[src/rtl/vec_axpy_gf256.sv]
// Streams S bytes into packed words and writes vec ^ S or vec ^ alpha*S, lane-wise over GF(2^8).
// Optional macro VEC_AXPY_PIPE_EN adds one register stage on the result write port.
module vec_axpy_gf256 #(
  parameter string       PARAMETER_SET = "L1",
  parameter int unsigned MAX_LEN_BYTES = (PARAMETER_SET == "L3") ? 159 :
                                         (PARAMETER_SET == "L5") ? 202 : 104,
  parameter int unsigned N_GF          = 8,
  parameter int unsigned PROC_SIZE     = N_GF * 8,
  parameter int unsigned S_ADDR_W      = 9,
  parameter int unsigned VEC_ADDR_W    = $clog2((MAX_LEN_BYTES + N_GF - 1) / N_GF),
  parameter int unsigned LEN_W         = $clog2(MAX_LEN_BYTES + 1)
) (
  input  logic                  i_clk,
  input  logic                  i_rst,
  input  logic                  i_start,
  input  logic                  i_mode,
  input  logic [7:0]            i_alpha,
  input  logic [S_ADDR_W-1:0]   i_s_start,
  input  logic [LEN_W-1:0]      i_len,
  output logic                  o_s_rd,
  output logic [S_ADDR_W-1:0]   o_s_addr,
  input  logic [7:0]            i_s,
  output logic                  o_vec_rd,
  output logic [VEC_ADDR_W-1:0] o_vec_addr,
  input  logic [PROC_SIZE-1:0]  i_vec,
  output logic                  o_res_wr_en,
  output logic [VEC_ADDR_W-1:0] o_res_addr,
  output logic [PROC_SIZE-1:0]  o_res,
  output logic                  o_busy,
  output logic                  o_done
);

  localparam int unsigned LANE_W = (N_GF > 1) ? $clog2(N_GF) : 1;
  localparam int unsigned CNT_W  = $clog2(N_GF + 1);
  localparam int unsigned SH_W   = $clog2(PROC_SIZE + 1);

  typedef enum logic [1:0] {IDLE, FETCH, DRAIN, DONE} state_e;

  state_e                  state_q, state_d;
  logic                    mode_q, mode_d;
  logic [7:0]              alpha_q, alpha_d;
  logic [LEN_W-1:0]        rem_q, rem_d;
  logic [LANE_W-1:0]       lane_q, lane_d;
  logic [VEC_ADDR_W-1:0]   word_q, word_d;
  logic                    s_rd_q, s_rd_d;
  logic [S_ADDR_W-1:0]     s_addr_q, s_addr_d;
  logic                    s_vld_q, s_vld_d;
  logic                    s_first_q, s_first_d;
  logic                    vec_rd_q, vec_rd_d;
  logic [VEC_ADDR_W-1:0]   vec_addr_q, vec_addr_d;
  logic                    vec_last_q, vec_last_d;
  logic [PROC_SIZE-1:0]    pack_q, pack_d;
  logic [CNT_W-1:0]        cnt_q, cnt_d;
  logic                    wr_q, wr_d;
  logic [VEC_ADDR_W-1:0]   wr_addr_q, wr_addr_d;
  logic                    wr_last_q, wr_last_d;
  logic                    busy_q, busy_d;
  logic                    done_q, done_d;
  logic                    final_wr_c;
  logic [PROC_SIZE-1:0]    res_c;

  // GF(2^8) multiply by xtime chain, reduction polynomial 0x11B
  function automatic logic [7:0] gf_mul(input logic [7:0] a, input logic [7:0] b);
    logic [7:0] p;
    logic [7:0] x;
    p = 8'h00;
    x = a;
    for (int i = 0; i < 8; i++) begin
      if (b[i]) p = p ^ x;
      x = {x[6:0], 1'b0} ^ (x[7] ? 8'h1B : 8'h00);
    end
    return p;
  endfunction

  // Next-state: read issue, vector read scheduling, byte packing
  always_comb begin
    state_d    = state_q;
    mode_d     = mode_q;
    alpha_d    = alpha_q;
    rem_d      = rem_q;
    lane_d     = lane_q;
    word_d     = word_q;
    s_rd_d     = 1'b0;
    s_addr_d   = s_addr_q;
    s_vld_d    = 1'b0;
    s_first_d  = 1'b0;
    vec_rd_d   = 1'b0;
    vec_addr_d = vec_addr_q;
    vec_last_d = 1'b0;
    pack_d     = pack_q;
    cnt_d      = cnt_q;
    wr_d       = vec_rd_q;
    wr_addr_d  = vec_addr_q;
    wr_last_d  = vec_last_q;

    case (state_q)
      IDLE: begin
        if (i_start) begin
          mode_d  = i_mode;
          alpha_d = i_alpha;
          if (i_len != '0) begin
            state_d  = FETCH;
            s_rd_d   = 1'b1;
            s_addr_d = i_s_start;
            rem_d    = i_len;
            lane_d   = '0;
            word_d   = '0;
          end else begin
            state_d = DONE;
          end
        end
      end
      FETCH: begin
        s_vld_d    = 1'b1;
        s_first_d  = (lane_q == '0);
        vec_last_d = (rem_q == LEN_W'(1));
        if ((lane_q == LANE_W'(N_GF - 1)) || (rem_q == LEN_W'(1))) begin
          vec_rd_d   = 1'b1;
          vec_addr_d = word_q;
          word_d     = word_q + VEC_ADDR_W'(1);
        end
        lane_d = (lane_q == LANE_W'(N_GF - 1)) ? '0 : lane_q + LANE_W'(1);
        if (rem_q == LEN_W'(1)) begin
          state_d = DRAIN;
        end else begin
          s_rd_d   = 1'b1;
          s_addr_d = s_addr_q + S_ADDR_W'(1);
          rem_d    = rem_q - LEN_W'(1);
        end
      end
      DRAIN: begin
        if (final_wr_c) state_d = DONE;
      end
      DONE: begin
        state_d = IDLE;
      end
      default: begin
        state_d = IDLE;
      end
    endcase

    // First byte of a word reloads the pack register; the write of the previous word already sampled it
    if (s_vld_q) begin
      if (s_first_q) begin
        pack_d = PROC_SIZE'(i_s);
        cnt_d  = CNT_W'(1);
      end else begin
        pack_d = {pack_q[PROC_SIZE-9:0], i_s};
        cnt_d  = cnt_q + CNT_W'(1);
      end
    end

    busy_d = (state_d == FETCH) || (state_d == DRAIN);
    done_d = (state_d == DONE);
  end

  // Result datapath: left-align partial words, then scale and add per lane
  always_comb begin
    logic [SH_W-1:0]      shamt;
    logic [PROC_SIZE-1:0] aligned;
    logic [7:0]           lane_v;
    shamt   = SH_W'(8 * (N_GF - 32'(cnt_q)));
    aligned = pack_q << shamt;
    res_c   = '0;
    for (int i = 0; i < int'(N_GF); i++) begin
      lane_v = aligned[8*i +: 8];
      if (mode_q) lane_v = gf_mul(alpha_q, lane_v);
      res_c[8*i +: 8] = i_vec[8*i +: 8] ^ lane_v;
    end
    if (!wr_q) res_c = '0;
  end

  always_ff @(posedge i_clk) begin
    if (i_rst) begin
      state_q    <= IDLE;
      mode_q     <= 1'b0;
      alpha_q    <= '0;
      rem_q      <= '0;
      lane_q     <= '0;
      word_q     <= '0;
      s_rd_q     <= 1'b0;
      s_addr_q   <= '0;
      s_vld_q    <= 1'b0;
      s_first_q  <= 1'b0;
      vec_rd_q   <= 1'b0;
      vec_addr_q <= '0;
      vec_last_q <= 1'b0;
      pack_q     <= '0;
      cnt_q      <= '0;
      wr_q       <= 1'b0;
      wr_addr_q  <= '0;
      wr_last_q  <= 1'b0;
      busy_q     <= 1'b0;
      done_q     <= 1'b0;
    end else begin
      state_q    <= state_d;
      mode_q     <= mode_d;
      alpha_q    <= alpha_d;
      rem_q      <= rem_d;
      lane_q     <= lane_d;
      word_q     <= word_d;
      s_rd_q     <= s_rd_d;
      s_addr_q   <= s_addr_d;
      s_vld_q    <= s_vld_d;
      s_first_q  <= s_first_d;
      vec_rd_q   <= vec_rd_d;
      vec_addr_q <= vec_addr_d;
      vec_last_q <= vec_last_d;
      pack_q     <= pack_d;
      cnt_q      <= cnt_d;
      wr_q       <= wr_d;
      wr_addr_q  <= wr_addr_d;
      wr_last_q  <= wr_last_d;
      busy_q     <= busy_d;
      done_q     <= done_d;
    end
  end

`ifdef VEC_AXPY_PIPE_EN
  logic                  wr2_q, wr2_d;
  logic [VEC_ADDR_W-1:0] wr2_addr_q, wr2_addr_d;
  logic                  wr2_last_q, wr2_last_d;
  logic [PROC_SIZE-1:0]  res2_q, res2_d;

  always_comb begin
    wr2_d      = wr_q;
    wr2_addr_d = wr_addr_q;
    wr2_last_d = wr_last_q;
    res2_d     = res_c;
  end

  always_ff @(posedge i_clk) begin
    if (i_rst) begin
      wr2_q      <= 1'b0;
      wr2_addr_q <= '0;
      wr2_last_q <= 1'b0;
      res2_q     <= '0;
    end else begin
      wr2_q      <= wr2_d;
      wr2_addr_q <= wr2_addr_d;
      wr2_last_q <= wr2_last_d;
      res2_q     <= res2_d;
    end
  end

  assign final_wr_c  = wr2_q && wr2_last_q;
  assign o_res_wr_en = wr2_q;
  assign o_res_addr  = wr2_addr_q;
  assign o_res       = res2_q;
`else
  assign final_wr_c  = wr_q && wr_last_q;
  assign o_res_wr_en = wr_q;
  assign o_res_addr  = wr_addr_q;
  assign o_res       = res_c;
`endif

  assign o_s_rd     = s_rd_q;
  assign o_s_addr   = s_addr_q;
  assign o_vec_rd   = vec_rd_q;
  assign o_vec_addr = vec_addr_q;
  assign o_busy     = busy_q;
  assign o_done     = done_q;

endmodule

[config.mk]
export PLATFORM = sky130hd
export DESIGN_NAME = vec_axpy_gf256
export DESIGN_NICKNAME = d
export VERILOG_FILES = /design/src/rtl/vec_axpy_gf256.sv
export SDC_FILE = /design/constraint.sdc
export NUM_CORES = 1
export LEC_CHECK = 0
export CAP_MARGIN = 10
export CELL_PAD_IN_SITES_DETAIL_PLACEMENT = 1
export CELL_PAD_IN_SITES_GLOBAL_PLACEMENT = 1
export CORE_MARGIN = 3
export CORE_UTILIZATION = 46
export CTS_CLUSTER_DIAMETER = 150
export DETAILED_ROUTE_END_ITERATION = 6
export PLACE_DENSITY = 0.9
export SLEW_MARGIN = 20
export SYNTH_ARGS = -nofsm -noshare
export SYNTH_HDL_FRONTEND = slang
export SYNTH_SLANG_ARGS = --single-unit
[constraint.sdc]
create_clock -name i_clk -period 11.75 [get_ports i_clk]
set_clock_uncertainty 0.15 [all_clocks]
set_input_delay 1.7625 -clock i_clk [delete_from_list [all_inputs] [get_ports i_clk]]
set_output_delay 1.7625 -clock i_clk [all_outputs]
set_load 0.05 [all_outputs]
# After elaboration in Yosys (flattened, before gate mapping)
# Cells that the tools add are included.
dict set report word_totals {
  regBits 119
  latchBits 0
  mem_bits_rw 0
  mem_bits_ro 0
  in_bits 100
  output_inout_bits 86
  wordCells 289
  memories 0
}
dict set report classes {
  add_sub_neg 6
  n_mul 0
  n_div 0
  magnitude_cmp 0
  n_eq_ne 12
  shift 1
  mux 165
  bitwise_logic 72
  n_reduce_logical 13
}
# cell n
set op_table {}
lappend op_table {{2-to-1 mux 8 bit} 128}
lappend op_table {{XOR 8 bit} 64}
lappend op_table {{2-to-1 mux 64 bit} 2}
lappend op_table {{<< shifter 64 x 7 -> 64 bit} 1}
lappend op_table {{XOR 8 x 5 -> 8 bit} 7}
lappend op_table {{2-to-1 mux 5 bit} 7}
lappend op_table {{2-to-1 mux 9 bit} 3}
lappend op_table {{2-to-1 mux 7 bit} 3}
lappend op_table {{one-hot mux 9 bit (2 select lines)} 1}
lappend op_table {{2-to-1 mux 4 bit} 4}
lappend op_table {{one-hot mux 7 bit (2 select lines)} 1}
lappend op_table {{adder 9 x 1 -> 9 bit (second input constant)} 1}
lappend op_table {{2-to-1 mux 3 bit} 3}
lappend op_table {{adder 4 x 1 -> 4 bit (second input constant)} 2}
lappend op_table {{== test 2 bit (second input constant)} 4}
lappend op_table {{2-to-1 mux 2 bit} 4}
lappend op_table {{!= test 2 bit (second input constant)} 4}
lappend op_table {{one-hot mux 2 bit (4 select lines)} 1}
lappend op_table {{one-hot mux 4 bit (2 select lines)} 1}
lappend op_table {{AND reduction 4 bit} 2}
lappend op_table {{== test 7 x 1 -> 1 bit (second input constant)} 1}
lappend op_table {{nonzero test 7 bit} 1}
lappend op_table {{subtractor 7 x 1 -> 7 bit (second input constant)} 1}
lappend op_table {{one-hot mux 3 bit (2 select lines)} 1}
lappend op_table {{other kinds (15)} 22}

# Longest topological paths before layout
dict set report depth {
  depth_word 27
  ltp_mapped 19
  ltp_nobuf 12
}

# Least setup slack after synthesis
# No wires, ideal clock.
dict set report synth_timing {
  path_kind {reg2out}
  startpoint {register cnt_q[0]}
  endpoint {output o_res[40]}
  arrival_time_ns 4.367
  t_required_ns 9.837
  path_slack_ns 5.470
  stages_incl_launch_ff 20
  path_buffers 8
  cell_sequence {dfxtp_1 > buf_6 > inv_1 > buf_2 > buf_2 > ha_1 > buf_4 > buf_2 > buf_4 > clkbuf_1 > nand3_1 > o221ai_1 > buf_2 > nand2_1 > xnor2_1 > xnor2_1 > nor3b_1 > nor3_1 > a311oi_2 > mux2i_1}
}
dict set report synth_via {
  elab_chain_cells 27
}
# element line_no
set synth_lines {}
lappend synth_lines {{start, declared} 53} ;# logic [CNT_W-1:0] cnt_q, cnt_d;
lappend synth_lines {{start signal, assigned} 210} ;# cnt_q <= cnt_d;
lappend synth_lines {{subtractor 4 bit (*)} 162} ;# shamt = SH_W'(8 * (N_GF - 32'(cnt_q)));
lappend synth_lines {{<< shifter 64 x 7 -> 64 bit (*)} 163} ;# aligned = pack_q << shamt;
lappend synth_lines {{2-to-1 mux 8 bit} 69} ;# if (b[i]) p = p ^ x;
lappend synth_lines {{2-to-1 mux 8 bit} 167} ;# if (mode_q) lane_v = gf_mul(alpha_q, lane_v);
lappend synth_lines {{XOR 8 bit} 69}
lappend synth_lines {{2-to-1 mux 8 bit} 69}
lappend synth_lines {{2-to-1 mux 8 bit} 167}
lappend synth_lines {{XOR 8 bit} 69}
lappend synth_lines {{[... 11 more ...]} --}
lappend synth_lines {{XOR 8 bit} 69}
lappend synth_lines {{2-to-1 mux 8 bit} 69}
lappend synth_lines {{2-to-1 mux 8 bit} 167}
lappend synth_lines {{XOR 8 bit} 69}
lappend synth_lines {{2-to-1 mux 8 bit} 69}
lappend synth_lines {{2-to-1 mux 8 bit (*)} 167}
lappend synth_lines {{XOR 8 bit (*)} 168} ;# res_c[8*i +: 8] = i_vec[8*i +: 8] ^ lane_v;
lappend synth_lines {{2-to-1 mux 64 bit (*)} 170} ;# if (!wr_q) res_c = '0;
lappend synth_lines {{end, declared} 28} ;# output logic [PROC_SIZE-1:0] o_res,
# Every way passes the cells marked *; elsewhere a longest branch is shown, timed or not. The select of a mux whose other input is x is not followed.

# Worst setup path after layout
dict set report layout_timing {
  startpoint {register cnt_q[0]}
  endpoint {output o_res[47]}
}
# The elaborated chain is that of the path after synthesis.

==> summary.txt <==
Outcome
  • Outcome: completed

Setup path
  • Critical path class: reg2out
  • Startpoint types: flip-flop
  • Max FO, Critical Path: 91
  • WP data arrival: 6.35 ns
  • CP required: 9.84 ns
  • Crit. End Element: output pin

Logic synthesis
  • Largest cells by area after synthesis: xnor2_1 (19%), dfxtp_1 (15%), nor2_1 (9.7%)
  • Ys Warns: 0
  • Post-synth EDFFs: 0
  • Synth area leader: xnor2_1
  • Cells after synthesis: 2184
  • Mapped Nets: 2294
  • Yosys top cell area share: 18.5%
  • Async SR Flop Fraction: 0%
  • Avg Inst Size Synth: 7.33 um^2
  • Mapped Area: 16000 um^2
  • Main synth FF type: dfxtp_1
  • Synth Register Bits: 119
  • Distinct cells, synth: 77
  • Sequential share of the synthesized area: 14.9%

Timing
  • Final setup viols: 0
  • Fmax: 0.121 GHz
  • Slew headroom: 19.3%
  • Slew at the pin closest to its max-slew limit: 1.21 ns
  • Max-slew violations: 0
  • Min Clock Period, post-route: 8.27 ns
  • Sum Neg Setup Slack: 0 ns
  • RSZ-0062 raised after global routing: no
  • Hold Fails Final Rpt: 0
  • Fin crit share: 70.4%

Die
  • Die Area: 37100 um^2
  • Die Y: 193 um
  • FP Rows: 67
  • Core area: 34000 um^2
  • # IOs: 186
  • Chip width: 193 um
  • Initial core utilization: 47.2%

Finish
  • Layout cell share with drive strength beyond 1: 6.56%
  • Commonest non-fill, non-tap cell in the layout: nor2_1
  • Filler cells: 4219
  • Commonest non-fill, non-tap cells in the layout: nor2_1 (414), xnor2_1 (334), nand2_1 (244)
  • Final non-filler cell total: 2720
  • Final net count: 2370
  • Antenna diodes: 0
  • Area Growth Syn to Fin: 16.3%

Placed design
  • Detail Placement HPWL: 45500 um
  • Placed cell count: 2688
  • Routability Congestion: 0.960
  • Port bufs: 185

Drt
  • Post-route DRC: 0
  • DRC marker count from the first detailed-route iteration: 1724
  • Routed Antenna Nets: 0
  • Vias: 16800
  • Routed length per instance: 24.2 um
  • Routed vias/inst: 6.17
  • Drt total wl: 65800 um
  • Detailed Routing Iterations Pass 1: 5

Clock tree
  • H-Tree Depth: 4
  • TritonCTS sink count: 119
  • Clk Latency, worst-skew pair: 0.42 ns
  • Clock Tree Root: clkbuf_16
  • Hold buffers post-CTS: 0
  • Post-CTS Setup Bufs: 0
  • CTS tree: done
  • Post-cts sizing count: 0
  • Worst-case clock buffer depth: 2
  • Clock slew at reported path FFs: 0.06 ns
  • CTS buffer count: 17

GRT
  • Met1 Track Usage GR: 41.7%
  • Gr usage total: 34.2%
  • Global-route wire length before repair: 98700 um
  • GR peak layer: met2
  • Antenna violations before repair: 2
  • Met2 Use GR: 56.3%
  • Largest net degree at the start of global routing: 96
  • Number of global-route vias before repair: 17200
  • GRT Residual Overflow: 0
  • Met3 GRT Util: 7.30%

Min path
  • Worst hold path class: reg2reg

Power and ir drop
  • VDD IR-drop max: 99.3 uV
  • Pwr dens: 77.7 nW/um^2
  • LEAKAGE: 6.27 nW

Job
  • Max Cap Viol: 0
worst max-delay path, cell delays in order, from the launching register on:
cell	delay, ns
dfxtp_2	0.32
inv_1	0.63
ha_4	1.00
clkinv_1	0.58
a21oi_1	0.94
nor2_1	0.09
xnor3_1	0.41
xnor2_1	0.14
xnor2_1	0.36
mux2_4	0.34
a21oi_1	0.12
o21a_1	0.13
clkdlybuf4s50_1	0.82
final cells by class:
class | instances | area, um^2 | area share [%]
Clock inverter | 13 | 97.6 | 0.524
Inverter | 13 | 48.8 | 0.262
Multi-Input combinational cell | 1887 | 12900 | 69.4
Timing Repair Buffer | 222 | 2140 | 11.5
Clock buffer | 18 | 450 | 2.42
Sequential cell | 119 | 2390 | 12.9
Tap cell | 448 | 561 | 3.01
cells by family (layout without fill, tap and decap cells):
family                     after synthesis  in the layout  share of synthesized area [%]
and+or+nand+nor                        963            963                           26.9
xor gates and xnor gates               496            496                           29.6
AOI/OAI and AO/OA                      240            240                           9.58
muxes                                  178            178                           13.1
buffers and inverters                  178            266                           5.16
DFF                                    119            119                           14.9
adders and majority gates               10             10                          0.781
worst paths after layout:
kind	from	slack, ns	cells after the start	to
worst max-delay path	cnt_q[0]	3.48	12	o_res[47]
worst min-delay path	vec_last_q	0.29	1	wr_last_q
worst max register to register	state_q[0]	9.12	6	rem_q[6]
worst min register to register	vec_last_q	0.29	1	wr_last_q
cell usage after synthesis (10+ instances only):
| cell type | count |
|---|---|
| ha_1 | 10 |
| a211oi_1 | 16 |
| buf_1 | 12 |
| mux2i_1 | 145 |
| clkbuf_1 | 93 |
| nor2_1 | 414 |
| or3_1 | 12 |
| mux4_2 | 24 |
| a21oi_1 | 102 |
| xnor3_1 | 22 |
| and2_1 | 70 |
| and3_1 | 17 |
| xor2_1 | 127 |
| nor2b_1 | 16 |
| o21ai_0 | 29 |
| buf_2 | 39 |
| nand4_1 | 10 |
| dfxtp_1 | 119 |
| nor3_1 | 48 |
| inv_1 | 11 |
| buf_4 | 13 |
| nor3b_1 | 12 |
| xnor2_1 | 339 |
| nand2b_1 | 36 |
| nand2_1 | 245 |
| o211ai_1 | 10 |
| nand3_1 | 56 |
state kept, by name, summed over array words and instances (netlist names):
signal,count
o_done,1
o_res_addr,4
o_res_wr_en,1
s_first_q,1
o_vec_addr,4
mode_q,1
s_vld_q,1
cnt_q,4
state_q,2
wr_last_q,1
pack_q,64
alpha_q,8
o_vec_rd,1
word_q,4
rem_q,7
o_busy,1
o_s_addr,9
o_s_rd,1
lane_q,3
vec_last_q,1
metrics by stage:
stage          utilization, %  hold WS [ns]  instance area (um^2)  power [W]  setup slack (ns)
2_1_floorplan               -         0.264                 16000   0.000732              5.47
4_1_cts                  54.7         0.295                 18600    0.00143              3.54
3_3_place_gp             53.1         0.274                 18000   0.000921              4.13
6_report                 54.8         0.286                 18600    0.00145              3.48
3_5_place_dp             53.1         0.278                 18000   0.000939              4.01
5_1_grt                  54.8         0.327                 18600    0.00148              2.99
routing by layer:
| layer | share of wire (%) | wire (um) | vias to the layer above |
|---|---|---|---|
| met2 | 46 | 30300 | 888 |
| li1 | - | - | 7397 |
| met1 | 38 | 25200 | 8189 |
| met4 | 6.2 | 4050 | 2 |
| met3 | 9.5 | 6240 | 301 |
| met5 | 0.020 | 13 | - |
power breakdown:
part / total (W) / internal (W) / switching, W
Sequential: 0.000441 / 0.000417 / 0.0000244
Clock: 0.000490 / 0.000282 / 0.000208
Combinational: 0.000516 / 0.000158 / 0.000358
Total: 0.00145 / 0.000857 / 0.000590
No activity file was read; power rests on OpenSTA's default activity.
